--- config.mk ---
export PLATFORM = sky130hd
export DESIGN_NAME = regfile_scoreboard
export DESIGN_NICKNAME = d
export VERILOG_FILES = /design/src/rtl/core_pkg.sv /design/src/rtl/regfile_read_port.sv /design/src/rtl/regfile_scoreboard.sv
export SDC_FILE = /design/constraint.sdc
export NUM_CORES = 2
export LEC_CHECK = 0
export BUFFER_PORTS_ARGS = -buffer_cell sky130_fd_sc_hd__buf_2
export CORE_MARGIN = 5
export CORE_UTILIZATION = 55
export DETAILED_ROUTE_END_ITERATION = 10
export GPL_TIMING_DRIVEN = 1
export PLACE_DENSITY = 0.71
export REMOVE_ABC_BUFFERS = 1
export SYNTH_ARGS = -nofsm -noshare
export SYNTH_HDL_FRONTEND = slang
export SYNTH_SLANG_ARGS = --single-unit
--- constraint.sdc ---
create_clock -name clk -period 41.1 [get_ports clk]
set_clock_uncertainty 0.2 [all_clocks]
set_input_delay 2.055 -clock clk [delete_from_list [all_inputs] [get_ports clk]]
set_output_delay 2.055 -clock clk [all_outputs]
set_load 0.02 [all_outputs]
--- src/rtl/core_pkg.sv ---
// Shared core definitions: default widths, register index and data word types.
package core_pkg;

    localparam int XLEN_DEF     = 32;
    localparam int NREGS_DEF    = 32;
    localparam int AW_DEF       = $clog2(NREGS_DEF);
    localparam int ZERO_REG_IDX = 0;

    typedef logic [AW_DEF-1:0]   reg_idx_t;
    typedef logic [XLEN_DEF-1:0] xword_t;

endpackage

--- src/rtl/regfile_read_port.sv ---
// One register file read port: array mux, same-cycle write-back bypass,
// hardwired-zero forcing and the matching busy flag for the source.
module regfile_read_port
    import core_pkg::*;
#(
    parameter int XLEN     = XLEN_DEF,
    parameter int NREGS    = NREGS_DEF,
    parameter int AW       = $clog2(NREGS),
    parameter int BYPASS   = 1,
    parameter int ZERO_REG = 1
) (
    input  logic [AW-1:0]               addr,
    input  logic [NREGS-1:0][XLEN-1:0]  regs,
    input  logic [NREGS-1:0]            busy_vec,
    input  logic                        wb_valid,
    input  logic [AW-1:0]               wb_rd,
    input  logic [XLEN-1:0]             wb_data,
    output logic [XLEN-1:0]             data,
    output logic                        busy
);

    logic is_zero;
    logic wb_hit;

    assign is_zero = (ZERO_REG != 0) && (addr == AW'(ZERO_REG_IDX));
    assign wb_hit  = wb_valid && (wb_rd == addr);

    // Select array contents, override with in-flight write-back, then force x0.
    always_comb begin
        data = regs[addr];
        busy = busy_vec[addr];
        if ((BYPASS != 0) && wb_hit) begin
            // Data arrives this cycle, so the consumer need not stall.
            data = wb_data;
            busy = 1'b0;
        end
        if (is_zero) begin
            data = '0;
            busy = 1'b0;
        end
    end

endmodule

--- src/rtl/regfile_scoreboard.sv ---
// Integer register file with two combinational read ports, one write-back
// port and a per-register busy scoreboard for RAW/WAW hazard stalls.
module regfile_scoreboard
    import core_pkg::*;
#(
    parameter int XLEN     = XLEN_DEF,
    parameter int NREGS    = NREGS_DEF,
    parameter int AW       = $clog2(NREGS),
    parameter int BYPASS   = 1,
    parameter int ZERO_REG = 1
) (
    input  logic            clk,
    input  logic            reset,
    input  logic [AW-1:0]   rs1_addr,
    input  logic [AW-1:0]   rs2_addr,
    output logic [XLEN-1:0] rs1_data,
    output logic [XLEN-1:0] rs2_data,
    output logic            rs1_busy,
    output logic            rs2_busy,
    input  logic            issue_valid,
    input  logic [AW-1:0]   issue_rd,
    output logic            issue_ready,
    input  logic            wb_valid,
    input  logic [AW-1:0]   wb_rd,
    input  logic [XLEN-1:0] wb_data,
    input  logic            flush
);

    logic [NREGS-1:0][XLEN-1:0] regs_q;
    logic [NREGS-1:0]           busy_q, busy_d;

    logic                       wb_zero, issue_zero;
    logic [1:0][AW-1:0]         rd_addr;
    logic [1:0][XLEN-1:0]       rd_data;
    logic [1:0]                 rd_busy;

    assign wb_zero    = (ZERO_REG != 0) && (wb_rd == AW'(ZERO_REG_IDX));
    assign issue_zero = (ZERO_REG != 0) && (issue_rd == AW'(ZERO_REG_IDX));

    // A destination may be reallocated when idle or being retired this cycle.
    assign issue_ready = issue_zero || !busy_q[issue_rd] ||
                         (wb_valid && (wb_rd == issue_rd));

    // Write-back into the array; x0 writes are dropped when hardwired.
    always_ff @(posedge clk or posedge reset) begin
        if (reset) begin
            regs_q <= '0;
        end else if (wb_valid && !wb_zero) begin
            regs_q[wb_rd] <= wb_data;
        end
    end

    // Busy next state: flush beats issue, issue beats write-back clear.
    always_comb begin
        busy_d = busy_q;
        if (flush) begin
            busy_d = '0;
        end else begin
            if (wb_valid) begin
                busy_d[wb_rd] = 1'b0;
            end
            if (issue_valid && issue_ready && !issue_zero) begin
                busy_d[issue_rd] = 1'b1;
            end
        end
        if (ZERO_REG != 0) begin
            busy_d[ZERO_REG_IDX] = 1'b0;
        end
    end

    // Scoreboard state register.
    always_ff @(posedge clk or posedge reset) begin
        if (reset) begin
            busy_q <= '0;
        end else begin
            busy_q <= busy_d;
        end
    end

    assign rd_addr = {rs2_addr, rs1_addr};

    for (genvar g = 0; g < 2; g++) begin : g_rp
        regfile_read_port #(
            .XLEN     (XLEN),
            .NREGS    (NREGS),
            .AW       (AW),
            .BYPASS   (BYPASS),
            .ZERO_REG (ZERO_REG)
        ) u_rp (
            .addr     (rd_addr[g]),
            .regs     (regs_q),
            .busy_vec (busy_q),
            .wb_valid (wb_valid),
            .wb_rd    (wb_rd),
            .wb_data  (wb_data),
            .data     (rd_data[g]),
            .busy     (rd_busy[g])
        );
    end

    assign rs1_data = rd_data[0];
    assign rs2_data = rd_data[1];
    assign rs1_busy = rd_busy[0];
    assign rs2_busy = rd_busy[1];

endmodule

==> impl_results.md <==
- Sinks on Clock Net: 1055
- Hold buffers post-CTS: 0
- Average via count per standard cell: 7.09
- Number of instances in the synthesized netlist: 3876
- Cell area after layout: 62500 µm²
- Overflow left after global routing: 0
- Total via count in the routed design: 37000
- Ports placed on the boundary: 124
- Minimum period implied by the final worst setup slack: 8.13 ns
- Yosys top cell area share: 46.3%
- Relative slew margins: 11.7%
- Initial Utilization: 55.2%
- Setup repair after global routing missed its margin: no
- Global-route wire length before repair: 262 mm
- Detailed router's first-iteration violation count: 3575
- Maximum VDD drop: 0.0542 mV
- Fin util: 60.5%
- Synthesized area per cell: 14.7 µm²
- Post-DP HPWL: 93.1 mm
- Crit Path Class: input port to primary output
- TNS Setup: 0 ns
- Hold slack final: 0.192 ns
- Class of the tightest hold or removal check: flop to flop
- PortBufs: 123
- Number of rows in the core area: 118
- Fmax: 0.123 GHz
- Static leakage: 27.0 nW
- Synthesis-to-layout area growth: 9.61%
- Most frequent cells in the layout: dfrtp_1 (1055), mux2_2 (996), mux4_2 (516)
- Clk root buf: clkbuf_16
- Share of the yosys chip area belonging to registers: 46.3%
- Maximum Capacitance Violations: 0
- Post-route antenna net violation count: 0
- Ys flop type: dfrtp_1
- Clock tree from TritonCTS: built
- Number of setup violations in the final report: 0
- Fill count: 7795
- Total of flip-flops plus latches after synthesis: 1055
- Total length of routed wires: 177 mm
- Number of buffers created by CTS: 112
- Total Die Area: 110000 µm²
- Area used by multi-input combinational logic: 29000 µm²
- Clk Latency, worst-skew pair: 0.70 ns
- Buffers inserted during post-CTS setup optimization: 0
- Overall power of the completed layout: 3.11 mW
- Dpl cell area: 58500 µm²
- Number of global-route vias before repair: 38500
- Final-report max-slew violation count: 0
- Async set-reset flop share out of synthesis: 100%
- Data required time of the critical path: 38.85 ns
- Type of element capturing the critical path: primary output
- Resize count post-CTS: 0
- Vertical extent of the die: 332 µm
- Status: complete, no violations
- Sequential cell area: 26400 µm²
- Total global routing track utilization: 31.8%
- Dominant cells by area after synthesis: dfrtp_1 (46%), mux4_2 (20%), mux2_2 (20%)
- Final #Nets: 3798
- Min setup slack post-route: 32.97 ns
- Number of warnings issued by yosys: 0
- Number of design rule violations left after detail routing: 0
- Top fanout value on the critical path: 51
- Total number of H-tree levels: 3
- Die width: 332 µm
- Maximum number of pins on one net before global-route repair: 164
- Mapped cell area: 57000 µm²
- Tightest Pin Transition: 1.32 ns
- Clock Pin Slew Worst Setup and Hold Paths: 0.06 ns
- Leading cell type in the layout, fill and taps excluded: dfrtp_1
- Number of detailed-route iterations in the first pass: 8
- Core area: 103000 µm²
- Placed Cells: 5007
- Post-Place Setup Slack: 32.90 ns
- CP Launch Type: input port
- Count of non-filler cells in the finished layout: 5218
- Final worst-path cycle share: 19.8%
- Layout cell share with drive strength beyond 1: 51.0%
- Routability congestion estimate: 0.830
- Number of antenna violations at the first check in global routing: 9
- Count of distinct cell types in the synthesized netlist: 61
- Synth area leader: dfrtp_1
- Maximum buffer depth of the clock tree: 3
- PwrDens: 49.7 nW/µm²
- Mean routed wirelength per cell: 33.8 µm
- Final-report hold violation count: 0
- Number of synthesized flops with an enable pin: 0
- Critical Path AT: 5.87 ns
-- flip-flops by register name, indices dropped and copies added (netlist names) --
register  cells
regs_q     1024
busy_q       31
-- synthesized netlist by cell type (22+ instances only) --
| cell type | count |
|---|---|
| a211oi_1 | 27 |
| nand3b_1 | 22 |
| mux2_2 | 996 |
| a211o_1 | 33 |
| mux2i_1 | 92 |
| nand2_1 | 78 |
| nand3_1 | 39 |
| a22oi_1 | 113 |
| buf_1 | 55 |
| nor3_1 | 23 |
| nor2b_1 | 36 |
| clkbuf_1 | 274 |
| nor2_1 | 71 |
| mux2_1 | 23 |
| a21oi_1 | 36 |
| buf_2 | 96 |
| o21ai_0 | 29 |
| mux4_2 | 516 |
| o22ai_1 | 35 |
| dfrtp_1 | 1055 |
-- cells by family (layout without fill, tap and decap cells) --
| kind of cell | Yosys count | in the layout | share of synthesized area [%] |
|---|---|---|---|
| simple gates | 341 | 341 | 3.15 |
| mux | 1627 | 1627 | 42.1 |
| flops | 1055 | 1055 | 46.3 |
| other cells | 0 | 6 | 0 |
| buf+inv | 453 | 409 | 3.36 |
| compound gates | 385 | 385 | 4.88 |
| xor+xnor | 15 | 15 | 0.230 |
-- layout make-up --
| cell class | instances | share of cell area (%) |
|---|---|---|
| diodes | 6 | 0.0240 |
| clock buffers | 153 | 5.05 |
| clock inverters | 52 | 1.41 |
| inverters | 7 | 0.0540 |
| multi-input cells | 2368 | 46.4 |
| flip-flops and latches | 1055 | 42.2 |
| well taps | 1380 | 2.76 |
| repair buffers | 197 | 2.05 |
-- critical path, stage by stage --
cell	delay [ns]
buf_8	0.45
buf_4	0.74
xor2_1	0.14
nor4_1	0.39
nand3_1	0.28
nor2_4	0.52
buf_4	0.63
o2bb2ai_1	0.31
buf_2	0.26
-- final timing paths --
kind                            slack [ns]  cells past startpoint                   start                      end
worst max-delay path                 32.97                      9             rs1_addr[0]             rs1_data[22]
worst min-delay path                  0.19                      0  regs_q[24]$_DFFE_PP0P_   regs_q[24]$_DFFE_PP0P_
worst max register to register       38.37                      4    busy_q[27]$_DFF_PP0_     busy_q[25]$_DFF_PP0_
worst min register to register        0.19                      0  regs_q[24]$_DFFE_PP0P_   regs_q[24]$_DFFE_PP0P_
max in group asynchronous            36.26                      5                   reset  regs_q[109]$_DFFE_PP0P_
min in group asynchronous             1.22                      2                   reset   regs_q[82]$_DFFE_PP0P_
-- power breakdown --
part / internal [mW] / switching, mW
clock network: 0.686 / 0.438
logic: 0.361 / 0.252
registers: 1.23 / 0.137
-- routing by layer --
layer	part of all wire (%)	GRT usage (%)	up-vias
met3	8.6	6.55	532
met1	38	42.6	19800
li1	-	-	14800
met5	0.021	0	-
met4	6.0	15.4	6
met2	47	50.4	1883
No activity file was read; power rests on OpenSTA's default activity.
